<file path="config.mk">
export PLATFORM = sky130hd
export DESIGN_NAME = mux_arbiter
export DESIGN_NICKNAME = d
export VERILOG_FILES = /design/src/rtl/mux_arb_pkg.sv /design/src/rtl/mux_arb_timer.sv /design/src/rtl/mux_arbiter.sv
export SDC_FILE = /design/constraint.sdc
export NUM_CORES = 1
export LEC_CHECK = 0
export ABC_CLOCK_PERIOD_IN_PS = 2800
export BUFFER_PORTS_ARGS = -buffer_cell sky130_fd_sc_hd__buf_2
export CORE_MARGIN = 2
export CORE_UTILIZATION = 40
export DETAILED_ROUTE_END_ITERATION = 7
export GPL_TIMING_DRIVEN = 0
export SLEW_MARGIN = 15
export SYNTH_ARGS = -nofsm -noshare
export SYNTH_HDL_FRONTEND = slang
export SYNTH_HIERARCHICAL = 1
export SYNTH_SLANG_ARGS = --single-unit
export TNS_END_PERCENT = 50
</file>
<file path="constraint.sdc">
create_clock -name clk -period 2.8 [get_ports clk]
set_clock_uncertainty 0.15 [all_clocks]
set_input_delay 0.14 -clock clk [delete_from_list [all_inputs] [get_ports clk]]
set_output_delay 0.14 -clock clk [all_outputs]
set_load 0.005 [all_outputs]
</file>
<file path="src/rtl/mux_arb_pkg.sv">
// ----------------------------------------------------------------------------
// mux_arb_pkg : shared types, reset values and arbitration helper for mux_arbiter
// Rev 1.0
// ----------------------------------------------------------------------------
`default_nettype none

package mux_arb_pkg;

  typedef enum logic [1:0] {
    IDLE    = 2'd0,
    GRANT_A = 2'd1,
    GRANT_B = 2'd2,
    SWITCH  = 2'd3
  } arb_state_t;

  typedef enum logic {
    SIDE_A = 1'b0,
    SIDE_B = 1'b1
  } side_t;

  localparam int         c_dead_cnt_w = 4;
  localparam arb_state_t c_rst_state  = IDLE;
  localparam side_t      c_rst_last   = SIDE_B;
  localparam logic       c_rst_sel    = 1'b1;
  localparam logic       c_rst_out    = 1'b0;

  // On a tie the side that did not own the mux last time wins.
  function automatic arb_state_t arbitrate(input logic ra, input logic rb, input side_t last);
    arb_state_t res;
    res = IDLE;
    if (ra && rb) begin
      res = (last == SIDE_B) ? GRANT_A : GRANT_B;
    end else if (ra) begin
      res = GRANT_A;
    end else if (rb) begin
      res = GRANT_B;
    end
    return res;
  endfunction

endpackage

`default_nettype wire

</file>
<file path="src/rtl/mux_arb_timer.sv">
// ----------------------------------------------------------------------------
// mux_arb_timer : loadable saturating down-counter with a zero flag
// Rev 1.0
// ----------------------------------------------------------------------------
`default_nettype none

module mux_arb_timer #(
  parameter int WIDTH = 4
) (
  input  logic             clk,
  input  logic             rst,
  input  logic             i_load,
  input  logic [WIDTH-1:0] i_load_val,
  input  logic             i_dec,
  output logic             o_done
);

  logic [WIDTH-1:0] r_count;

  always_ff @(posedge clk or posedge rst) begin
    if (rst) begin
      r_count <= '0;
    end else if (i_load) begin
      r_count <= i_load_val;
    end else if (i_dec && (r_count != '0)) begin
      r_count <= r_count - 1'b1;
    end
  end

  assign o_done = (r_count == '0);

endmodule

`default_nettype wire

</file>
<file path="src/rtl/mux_arbiter.sv">
// ----------------------------------------------------------------------------
// mux_arbiter : two-requester round-robin owner of a 2:1 mux, registered output
// Rev 1.0
// ----------------------------------------------------------------------------
`default_nettype none

module mux_arbiter
  import mux_arb_pkg::*;
#(
  parameter int MAX_HOLD    = 8,
  parameter int DEAD_CYCLES = 1
) (
  input  logic clk,
  input  logic rst,
  input  logic req_a,
  input  logic req_b,
  input  logic a,
  input  logic b,
  output logic gnt_a,
  output logic gnt_b,
  output logic sel,
  output logic out,
  output logic busy
);

  localparam int                 HOLD_W      = $clog2(MAX_HOLD + 1);
  localparam logic [HOLD_W-1:0]  c_hold_load = HOLD_W'(MAX_HOLD - 1);
  localparam logic [c_dead_cnt_w-1:0] c_dead_load = c_dead_cnt_w'(DEAD_CYCLES - 1);

  arb_state_t r_state;
  arb_state_t w_next;
  arb_state_t w_arb;
  side_t      r_last;
  logic       r_sel;
  logic       r_out;

  logic w_hold_done;
  logic w_hold_load;
  logic w_hold_dec;
  logic w_dead_done;
  logic w_dead_load;
  logic w_dead_dec;
  logic w_enter_a;
  logic w_enter_b;

  assign w_arb = arbitrate(req_a, req_b, r_last);

  // Hold timer counts the remaining contended cycles; preempt fires once it reaches zero.
  always_comb begin
    w_next     = r_state;
    w_hold_dec = 1'b0;
    w_dead_dec = 1'b0;
    case (r_state)
      IDLE: begin
        w_next = w_arb;
      end
      GRANT_A: begin
        if (!req_a || (req_b && w_hold_done)) begin
          w_next = SWITCH;
        end else begin
          w_hold_dec = req_b;
        end
      end
      GRANT_B: begin
        if (!req_b || (req_a && w_hold_done)) begin
          w_next = SWITCH;
        end else begin
          w_hold_dec = req_a;
        end
      end
      SWITCH: begin
        if (w_dead_done) begin
          w_next = w_arb;
        end else begin
          w_dead_dec = 1'b1;
        end
      end
      default: begin
        w_next = IDLE;
      end
    endcase
  end

  assign w_enter_a   = (w_next == GRANT_A) && (r_state != GRANT_A);
  assign w_enter_b   = (w_next == GRANT_B) && (r_state != GRANT_B);
  assign w_hold_load = w_enter_a || w_enter_b;
  assign w_dead_load = (w_next == SWITCH) && (r_state != SWITCH);

  mux_arb_timer #(
    .WIDTH (HOLD_W)
  ) u_hold_timer (
    .clk        (clk),
    .rst        (rst),
    .i_load     (w_hold_load),
    .i_load_val (c_hold_load),
    .i_dec      (w_hold_dec),
    .o_done     (w_hold_done)
  );

  mux_arb_timer #(
    .WIDTH (c_dead_cnt_w)
  ) u_dead_timer (
    .clk        (clk),
    .rst        (rst),
    .i_load     (w_dead_load),
    .i_load_val (c_dead_load),
    .i_dec      (w_dead_dec),
    .o_done     (w_dead_done)
  );

  always_ff @(posedge clk or posedge rst) begin
    if (rst) begin
      r_state <= c_rst_state;
      r_last  <= c_rst_last;
      r_sel   <= c_rst_sel;
      r_out   <= c_rst_out;
    end else begin
      r_state <= w_next;
      if (w_enter_a) begin
        r_last <= SIDE_A;
        r_sel  <= 1'b1;
      end else if (w_enter_b) begin
        r_last <= SIDE_B;
        r_sel  <= 1'b0;
      end
      if (gnt_a) begin
        r_out <= a;
      end else if (gnt_b) begin
        r_out <= b;
      end else begin
        r_out <= 1'b0;
      end
    end
  end

  assign gnt_a = (r_state == GRANT_A);
  assign gnt_b = (r_state == GRANT_B);
  assign busy  = (r_state != IDLE);
  assign sel   = r_sel;
  assign out   = r_out;

endmodule

`default_nettype wire

</file>
==> key figures, run 1 <==
Outcome
  • Status: finished, violations left
  • Failing checks: setup timing

Clock network
  • H-tree depth: 1
  • Root buffer cell: clkbuf_4
  • Clock tree sinks: 13
  • Clock buffer depth: 2
  • Clock transition at the registers of the reported paths: approximately 90 ps
  • Clk Latency, worst-skew pair: roughly 280 ps
  • Num CTS Buffers: 3
  • CTS tree: built

STA
  • Final worst path period share: 1.01
  • Setup Viol. Count Final: 1
  • Final hold violation count: 0
  • Unrepaired setup endpoints after global routing: yes
  • Final worst path period need: around 2800 ps
  • Least-Margin Pin Slew: 570 ps
  • Slew Viols, Final: 0
  • Relative slew slack: 0.619
  • Fmax: between 300 and 400 MHz
  • Worst Slack Setup Final: -22.3 ps

Floorplanning
  • # rows: 17
  • Die X: about 52 µm
  • Die height: between 50 and 60 µm
  • Die Area: 2750 µm²
  • Initial cell density of the core: 0.425
  • I/O Pins: 11
  • Core area: approximately 2200 µm²

Flow run
  • Max cap viols: 0

Route
  • Drt first pass iters: 4
  • Via-per-instance ratio: ~5.0
  • Wirelength, routed: roughly 2000 µm
  • DR vias: 819
  • Routed length per instance: around 12 µm
  • DRC errors left: 0
  • First DRT Iteration DRCs: 6
  • Final ANT Viol Nets: 0

Worst setup path
  • Worst setup path class: flop to flop
  • CP max FO: 9
  • Crit start category: flop
  • R2R cell count: 11
  • Critical Path RT: roughly 2800 ps
  • Critical-path cell list: inv_2 -> ha_4 -> or3b_4 -> inv_2 -> and2b_4 -> nor2_1 -> o31a_1 -> or4_4 -> nand2_8 -> nor3_1 -> a221o_1
  • CP max stage delay: about 540 ps
  • Critical path arrival: about 2800 ps
  • Internal reg-to-reg setup slack: -20 ps
  • R2R Path Start: u_dead_timer/r_count[1]
  • Worst path most repeated cell: inv_2
  • Crit end category: flop
  • Worst path slowest cell: or4_4
  • Worst R2R End: u_hold_timer/r_count[3]

GRT
  • Initial antenna violation count: 0
  • Grt total ovfl: 0
  • First-pass GRT wire length: roughly 3300 µm
  • Gr usage total: 0.166
  • Number of global-route vias before repair: about 770
  • Largest net degree at the start of global routing: 11

Synthesis
  • Synthesized area per cell: between 8 and 9 µm²
  • Netlist cell types: 35
  • EDFF count, synth: 0
  • Synthesized cell area: about 940 µm²
  • Predominant post-synthesis flop cell: dfrtp_1
  • Syn Inst Count: 106
  • Yosys reg bits: 13
  • Yosys warns: 6
  • Ys async rst share: 1.00
  • Register area share after synthesis: 0.349

Pwr
  • Clock share of power: 0.090
  • Worst vdd ir: around 470 µV
  • Leakage: between 0.6 and 0.7 nW
  • Switching share of power: 0.416
  • NetSw: between 0.0005 and 0.0006 W
  • Pint: 0.000781 W
  • Part of the power in registers: 0.283
  • Pwr per Cell Area: around 1100 nW/µm²
  • Final Power: 0.00134 W
  • Comb pwr share: 0.627

Worst hold path
  • HP Class: input port to async pin

Cells and area
  • Area delta synth->final: 31.6%
  • Finished Core Util: 0.559
  • Layout cells sized above 1: 0.368
  • N_diodes: 0
  • Layout Cells excl Fill: 164
  • Final net count: 150

Place
  • Placement Setup Slack: -167 ps
  • Gpl congestion: approximately 0.8
  • Placed Cells: 150
  • PortBufs: 10
  • Post-DP HPWL: about 1400 µm
==> kinds of logic after synthesis <==
logic type,Yosys count,share of synthesized area
DFF,13,0.349
AOI/OAI and AO/OA,30,0.217
and+or+nand+nor,35,0.257
buffers and inverters,19,0.0759
other,2,0.00799
adders and majority gates,7,0.0932
==> layer usage <==
| layer | part of all wire | global-route usage | vias to the layer above | routed length, µm |
|---|---|---|---|---|
| met2 | 0.48 | 0.271 | 16 | 939 |
| met5 | 0 | 0 | - | 0 |
| met4 | 0.029 | 0.0940 | 0 | 58 |
| li1 | - | - | 423 | - |
| met1 | 0.45 | 0.201 | 372 | 897 |
| met3 | 0.041 | 0.0343 | 8 | 80 |
==> cells in the mapped netlist (2+ instances only) <==
library cell	n	area, µm²
clkbuf_1	2	7.51
inv_1	17	63.8
conb_1	2	7.51
nor2_1	2	7.51
o21ai_1	4	20.0
dfstp_2	2	52.6
nor3b_1	3	22.5
a221o_1	2	20.0
or3b_4	2	22.5
and3_4	2	22.5
nor4b_2	2	30.0
nor3_1	2	10.0
ha_1	7	87.6
o21ai_0	3	15.0
and4b_1	2	20.0
nand2b_1	2	12.5
o31a_1	3	26.3
or2_2	2	12.5
a21oi_1	8	40.0
nand2_1	11	41.3
a31o_1	2	17.5
dfrtp_1	11	275
==> worst max-delay path by stage <==
stage | from | endpoint | slack, ps | cells after the start
2_1_floorplan | u_dead_timer/r_count[0] | u_hold_timer/r_count[3] | 0.6 | 12
3_3_place_gp | u_dead_timer/r_count[0] | u_hold_timer/r_count[3] | -140 | 12
3_5_place_dp | u_dead_timer/r_count[0] | u_hold_timer/r_count[3] | -170 | 12
4_1_cts | u_hold_timer/r_count[0] | u_hold_timer/r_count[3] | -80 | 11
5_1_grt | u_hold_timer/r_count[0] | u_hold_timer/r_count[3] | -120 | 11
6_report | u_dead_timer/r_count[1] | u_hold_timer/r_count[3] | -20 | 11
==> layout by cell type (no fill, tap or decap), types with 3 or more instances in the layout <==
master         synthesis  routed
o21ai_1                4       4
inv_1                 17      11
dfrtp_1               11      11
conb_1                 2       8
dlygate4sd3_1          0       3
nand2_1               11      10
nor4b_2                2       3
o31a_1                 3       3
inv_2                  0       5
clkbuf_4               0       3
buf_2                  0      10
buf_4                  0       9
a21oi_1                8       8
ha_1                   7       5
==> power groups by stage <==
stage	sequential (W)	combinational [W]	clock (W)
global placement	0.000376	0.000689	0
CTS	0.000375	0.000774	0.000127
floorplan	0.000363	0.000568	0
detailed placement	0.000378	0.000709	0
finish	0.000379	0.000838	0.000120
global route	0.000393	0.000940	0.000136
==> cell type report <==
cell class                 instances  area, µm²
inverter                          17       66.3
fill                             215        976
multi-input combinational         80        633
tap                               28       35.0
timing repair buffer              21        140
buffer                             1       7.51
sequential                        13        328
clock buffer                       4       26.3
==> sequential cells by signal (all words and copies together), names as in the netlist <==
| name | count |
|---|---|
| out | 1 |
| u_hold_timer/r_count | 4 |
| r_last | 1 |
| u_dead_timer/r_count | 4 |
| sel | 1 |
| r_state | 2 |
==> stage by stage <==
step | instance area (µm²) | setup TNS [ps] | hold slack (ps)
4_1_cts | 1180 | -83.8 | 154
5_1_grt | 1240 | -128 | 152
3_5_place_dp | 1080 | -235 | -85.9
2_1_floorplan | 997 | 0 | -244
3_3_place_gp | 1080 | -145 | -92.5
6_report | 1240 | -22.3 | 155
==> critical path, delay by kind of cell, from the launching register on <==
family	cells	cell delay [ps]
flip-flops	1	410
AO/OA/AOI/OAI	2	610
AND/OR/NAND/NOR	6	1270
buffers and inverters	2	100
adder cells (fa/ha/maj)	1	160
==> what timing repair did <==
item,CTS,global route
buffers inserted,5,3
gates resized for setup,5,11
endpoints found under the hold margin,14,0
cloned,0,0
pin swaps,2,4
setup endpoints to repair,4,6
hold buffers,3,0
No activity file was read; power rests on OpenSTA's default activity.
==> run 2, diff against run 1 <==
--- a/config.mk
+++ b/config.mk
@@ -7,10 +7,10 @@
 export LEC_CHECK = 0
 export ABC_CLOCK_PERIOD_IN_PS = 2800
 export BUFFER_PORTS_ARGS = -buffer_cell sky130_fd_sc_hd__buf_2
+export CAP_MARGIN = 20
 export CORE_MARGIN = 2
 export CORE_UTILIZATION = 40
 export DETAILED_ROUTE_END_ITERATION = 7
-export GPL_TIMING_DRIVEN = 0
 export SLEW_MARGIN = 15
 export SYNTH_ARGS = -nofsm -noshare
 export SYNTH_HDL_FRONTEND = slang
==> key figures, run 2 (synthesis gave the netlist of run 1 again) <==
Place
  • PortBufs: 10 (unchanged)
  • Dpl cell area: 1120 µm² (was 1080 µm²)
  • Post-DP HPWL: 1500 µm (was 1400 µm)
  • Gpl congestion: 0.827 (was 0.798)
  • Placement Setup Slack: 30.6 ps (was -167 ps)

Worst setup path
  • Crit start category: flop (unchanged)
  • Crit end category: flop (unchanged)
  • Worst R2R End: u_hold_timer/r_count[3] (unchanged)
  • R2R Path Start: u_dead_timer/r_count[0] (was u_dead_timer/r_count[1])
  • Critical Path RT: 2810 ps (was 2820 ps)
  • Critical path arrival: 2770 ps (was 2840 ps)
  • Internal reg-to-reg setup slack: 40 ps (was -20 ps)
  • CP max FO: 5 (was 9)
  • R2R cell count: 11 (unchanged)
  • Worst setup path class: flop to flop (unchanged)

Pwr
  • Comb pwr share: 0.637 (was 0.627)
  • Worst vdd ir: 541 µV (was 470 µV)
  • NetSw: 0.000555 W (was 0.000556 W)
  • Part of the power in registers: 0.277 (was 0.283)
  • Clock share of power: 0.086 (was 0.090)
  • Pwr per Cell Area: 1090 nW/µm² (was 1080 nW/µm²)
  • Pint: 0.000813 W (was 0.000781 W)
  • Switching share of power: 0.406 (was 0.416)
  • Leakage: 0.637 nW (was 0.609 nW)
  • Final Power: 0.00137 W (was 0.00134 W)

GRT
  • First-pass GRT wire length: 3170 µm (was 3310 µm)
  • Met2 global-route usage: 0.260 (was 0.271)
  • Number of global-route vias before repair: 791 (was 773)
  • Grt total ovfl: 0 (unchanged)
  • Most Crowded Layer GR: met2 (unchanged)
  • Gr usage total: 0.156 (was 0.166)
  • Met1 Use GR: 0.199 (was 0.201)
  • Largest net degree at the start of global routing: 10 (was 11)
  • Initial antenna violation count: 0 (unchanged)
  • Met3 Track Usage GR: 0.0257 (was 0.0343)

Clock network
  • Clock buffer depth: 2 (unchanged)
  • Root buffer cell: clkbuf_4 (unchanged)
  • Clock tree sinks: 13 (unchanged)
  • CTS tree: built (unchanged)
  • Clk Latency, worst-skew pair: 270 ps (was 280 ps)
  • Clock transition at the registers of the reported paths: 80 ps (was 90 ps)
  • H-tree depth: 1 (unchanged)
  • Num CTS Buffers: 3 (unchanged)

STA
  • Final worst path period need: 2760 ps (was 2820 ps)
  • Final worst path period share: 0.985 (was 1.01)
  • Slew Viols, Final: 0 (unchanged)
  • Setup Viol. Count Final: 0 (was 1)
  • Setup tns final: 0 ps (was -22.3 ps)
  • Final hold violation count: 0 (unchanged)
  • Unrepaired setup endpoints after global routing: yes (unchanged)
  • Worst Slack Setup Final: 41.1 ps (was -22.3 ps)
  • Fmax: 362 MHz (was 354 MHz)

Route
  • Routed length per instance: 11.8 µm (was 12.0 µm)
  • DRC errors left: 0 (unchanged)
  • Drt first pass iters: 4 (unchanged)
  • First DRT Iteration DRCs: 13 (was 6)
  • Final ANT Viol Nets: 0 (unchanged)
  • Wirelength, routed: 2010 µm (was 1980 µm)
  • DR vias: 829 (was 819)
  • Via-per-instance ratio: 4.88 (was 4.99)

Floorplanning
  • Die height: 52.5 µm (unchanged)
  • Die Area: 2750 µm² (unchanged)
  • I/O Pins: 11 (unchanged)
  • Die X: 52.5 µm (unchanged)
  • # rows: 17 (unchanged)
  • Core area: 2210 µm² (unchanged)
  • Initial cell density of the core: 0.425 (unchanged)

Cells and area
  • Leading registers by flop count: u_dead_timer/r_count: 4 flops, u_hold_timer/r_count: 4 flops, r_state: 2 flops (unchanged)
  • Fin area: 1260 µm² (was 1240 µm²)
  • Commonest non-fill, non-tap cell in the layout: buf_4
  • Final net count: 156 (was 150)
  • Most frequent cells in the layout: buf_4 (15), inv_1 (12), dfrtp_1 (11) (was inv_1 (11), dfrtp_1 (11), nand2_1 (10), buf_2 (10), buf_4 (9))
  • Layout cells sized above 1: 0.373 (was 0.368)
  • N_diodes: 0 (unchanged)
  • Area delta synth->final: 34.0% (was 31.6%)

Worst hold path
  • HP Class: input port to async pin (unchanged)

Flow run
  • Max cap viols: 0 (unchanged)

Outcome
  • Status: complete, no violations (was finished, violations left)
[run 2: worst max-delay path, stage by stage (launching register included)]
cell	delay [ps]
dfrtp_1	400
inv_2	90
ha_4	140
or3b_4	410
inv_2	70
and2b_2	240
o22ai_2	110
nor2_1	60
or4_4	540
nand2_4	90
nor3_2	40
a221o_1	310
[run 2: routing by layer]
| metal | up-vias | share of wire |
|---|---|---|
| met5 | - | 0 |
| met4 | 0 | 0.0040 |
| met1 | 383 | 0.48 |
| met2 | 14 | 0.48 |
| met3 | 2 | 0.036 |
| li1 | 430 | - |
[run 2: worst max path at each step]
stage / startpoint / endpoint / slack [ps]
detailed placement: u_dead_timer/r_count[0] / u_hold_timer/r_count[3] / 30
floorplan: u_dead_timer/r_count[0] / u_hold_timer/r_count[3] / 0.6
global route: u_dead_timer/r_count[1] / u_hold_timer/r_count[3] / -60
finish: u_dead_timer/r_count[0] / u_hold_timer/r_count[3] / 40
global placement: u_hold_timer/r_count[0] / u_hold_timer/r_count[3] / 80
CTS: u_dead_timer/r_count[0] / u_hold_timer/r_count[3] / 20
[run 2: power groups by stage]
stage,Clock (W),Sequential (W),Combinational [W]
after global placement,0,0.000377,0.000726
after floorplan,0,0.000363,0.000568
final,0.000117,0.000379,0.000870
after CTS,0.000123,0.000377,0.000753
after global routing,0.000129,0.000392,0.000972
after detailed placement,0,0.000381,0.000739
[run 2: final cells by class]
cell class,instances,area [µm²]
tap,28,35.0
fill,215,953
multi-input combinational,80,613
sequential,13,328
inverter,17,63.8
timing repair buffer,28,193
clock buffer,4,26.3
[run 2: timing repair]
action | in CTS | in global routing
hold buffers | 3 | 0
setup buffers | 0 | 8
hold endpoints to repair | 14 | 0
resized for setup | 0 | 6
setup endpoints to repair | 0 | 4
[run 2: metrics by stage]
stage	instances	hold slack [ps]	util
after global placement	155	-93.3	0.505
final	170	167	0.569
after CTS	162	156	0.531
after global routing	170	184	0.569
after detailed placement	155	-91.7	0.505
after floorplan	112	-244	-
==> run 3, diff against run 2 <==
--- a/config.mk
+++ b/config.mk
@@ -5,7 +5,7 @@
 export SDC_FILE = /design/constraint.sdc
 export NUM_CORES = 1
 export LEC_CHECK = 0
-export ABC_CLOCK_PERIOD_IN_PS = 2800
+export ABC_CLOCK_PERIOD_IN_PS = 3250
 export BUFFER_PORTS_ARGS = -buffer_cell sky130_fd_sc_hd__buf_2
 export CAP_MARGIN = 20
 export CORE_MARGIN = 2
==> constraint.sdc (replaced) <==
create_clock -name clk -period 3.25 [get_ports clk]
set_clock_uncertainty 0.15 [all_clocks]
set_input_delay 0.4875 -clock clk [delete_from_list [all_inputs] [get_ports clk]]
set_output_delay 0.4875 -clock clk [all_outputs]
set_load 0.005 [all_outputs]
==> key figures, run 3 (synthesis gave the netlist of run 1 again) <==
Place
  • PortBufs: 10 (unchanged)
  • Gpl congestion: 0.856 (was 0.827)
  • Post-DP HPWL: 1400 µm (was 1500 µm)
  • Dpl cell area: 1070 µm² (was 1120 µm²)

STA
  • Hold slack: 264 ps (was 167 ps)
  • Fmax: 328 MHz (was 362 MHz)
  • Final worst path period share: 0.938 (was 0.985)
  • Final hold violation count: 0 (unchanged)
  • Setup tns final: 0 ps (unchanged)
  • Slew Viols, Final: 0 (unchanged)
  • Setup Viol. Count Final: 0 (unchanged)
  • Final worst path period need: 3050 ps (was 2760 ps)
  • Unrepaired setup endpoints after global routing: no (was yes)

Floorplanning
  • Core area: 2210 µm² (unchanged)
  • Die X: 52.5 µm (unchanged)
  • # rows: 17 (unchanged)
  • Die Area: 2750 µm² (unchanged)
  • Initial cell density of the core: 0.425 (unchanged)
  • Die height: 52.5 µm (unchanged)
  • I/O Pins: 11 (unchanged)

Worst setup path
  • Crit end category: flop (unchanged)
  • Worst setup path class: flop to flop (unchanged)
  • Critical path arrival: 3070 ps (was 2770 ps)
  • Critical Path RT: 3270 ps (was 2810 ps)
  • Crit start category: flop (unchanged)
  • CP max FO: 6 (was 5)

GRT
  • Grt total ovfl: 0 (unchanged)
  • Gr usage total: 0.152 (was 0.156)
  • Number of global-route vias before repair: 726 (was 791)
  • Initial antenna violation count: 0 (unchanged)
  • First-pass GRT wire length: 3030 µm (was 3170 µm)
  • Largest net degree at the start of global routing: 9 (was 10)

Cells and area
  • # fillers: 222 (was 215)
  • Commonest non-fill, non-tap cell in the layout: inv_1 (was buf_4)
  • Leading registers by flop count: u_dead_timer/r_count: 4 flops, u_hold_timer/r_count: 4 flops, r_state: 2 flops (unchanged)
  • Area delta synth->final: 18.1% (was 34.0%)
  • Most frequent cells in the layout: inv_1 (17), dfrtp_1 (11), nand2_1 (10), buf_2 (10) (was buf_4 (15), inv_1 (12), dfrtp_1 (11))
  • Layout cells sized above 1: 0.248 (was 0.373)
  • N_diodes: 0 (unchanged)
  • Final net count: 143 (was 156)
  • Fin area: 1110 µm² (was 1260 µm²)

Clock network
  • Root buffer cell: clkbuf_4 (unchanged)
  • Clock tree sinks: 13 (unchanged)
  • CTS tree: built (unchanged)
  • Clock buffer depth: 2 (unchanged)
  • Num CTS Buffers: 3 (unchanged)
  • Clk Latency, worst-skew pair: 280 ps (was 270 ps)
  • Clock transition at the registers of the reported paths: 90 ps (was 80 ps)
  • Setup repair bufs after CTS: 0 (unchanged)
  • H-tree depth: 1 (unchanged)

Outcome
  • Status: complete, no violations (unchanged)

Flow run
  • Max cap viols: 0 (unchanged)

Pwr
  • Leakage: 0.574 nW (was 0.637 nW)
  • Worst vdd ir: 533 µV (was 541 µV)
  • Pwr per Cell Area: 914 nW/µm² (was 1090 nW/µm²)

Route
  • Via-per-instance ratio: 4.89 (was 4.88)
  • Final ANT Viol Nets: 0 (unchanged)
  • DRC errors left: 0 (unchanged)
  • DR vias: 767 (was 829)
  • First DRT Iteration DRCs: 18 (was 13)
  • Wirelength, routed: 1850 µm (was 2010 µm)
  • Routed length per instance: 11.8 µm (about the same)
  • Drt first pass iters: 4 (unchanged)

Worst hold path
  • HP Class: input port to flop (was input port to async pin)
## run 3: changes by cell type in the layout (fill, tap and decap cells not counted), moves of 2 or more
cell           before  now
buf_4              15    4
dlygate4sd3_1       3    1
ha_1                5    7
ha_4                2    0
inv_1              12   17
inv_2               5    0
## run 3: metal layers
layer	routed length [µm]	track usage	vias to the layer above
met5	0	0	-
met1	901	0.191	353
met3	47	0.0514	0
met2	898	0.248	7
met4	0	0.0385	0
li1	-	-	407
## run 3: worst max-delay path: stages, from the launching register on
cell and delay, ps:
dfrtp_1 390, inv_1 90, ha_1 220, or3b_4 430, inv_1 100, a21bo_1 110, a211oi_1 60, o31a_1 340
or4_4 540, nand2_2 130, nor3_1 60, a221o_1 320
## run 3: power breakdown
part	internal (W)	switching (W)	total, W	leakage [nW]
logic	0.000287	0.000301	0.000588	0.400
registers	0.000254	0.0000671	0.000321	0.156
clock network	0.0000457	0.0000602	0.000106	0.0177
total	0.000586	0.000428	0.00101	0.574
## run 3: worst paths after layout
check / from / end / slack (ps) / depth (start not counted)
worst max-delay path: u_hold_timer/r_count[0] / u_hold_timer/r_count[3] / 200 / 11
worst min-delay path: a / out / 260 / 3
worst max register to register: u_hold_timer/r_count[0] / u_hold_timer/r_count[3] / 200 / 11
worst min register to register: r_last / r_last / 330 / 2
max in group asynchronous: rst / sel / 2180 / 3
min in group asynchronous: rst / u_hold_timer/r_count[2] / 490 / 3
## run 3: area by class of cell
class	instances	area, µm²	share of cell area
multi-input combinational	80	566	0.510
sequential	13	328	0.295
timing repair buffer	15	90.1	0.0812
inverter	17	63.8	0.0575
tap	28	35.0	0.0316
clock buffer	3	22.5	0.0203
clock inverter	1	5.00	0.00451
## run 3: metrics by stage
step                      utilization  total power (W)  setup slack [ps]  std cells
after floorplan                     -         0.000748               190        112
after global placement          0.484         0.000893               271        152
after detailed placement        0.484         0.000902               171        152
after CTS                       0.501          0.00102               160        157
after global routing            0.502          0.00111              62.0        157
final                           0.502          0.00101               202        157
## run 3: what timing repair did
action                                 in CTS  in global routing
gates resized for setup                     0                  1
hold buffers                                1                  0
setup endpoints to repair                   0                  1
endpoints found under the hold margin      11                  0
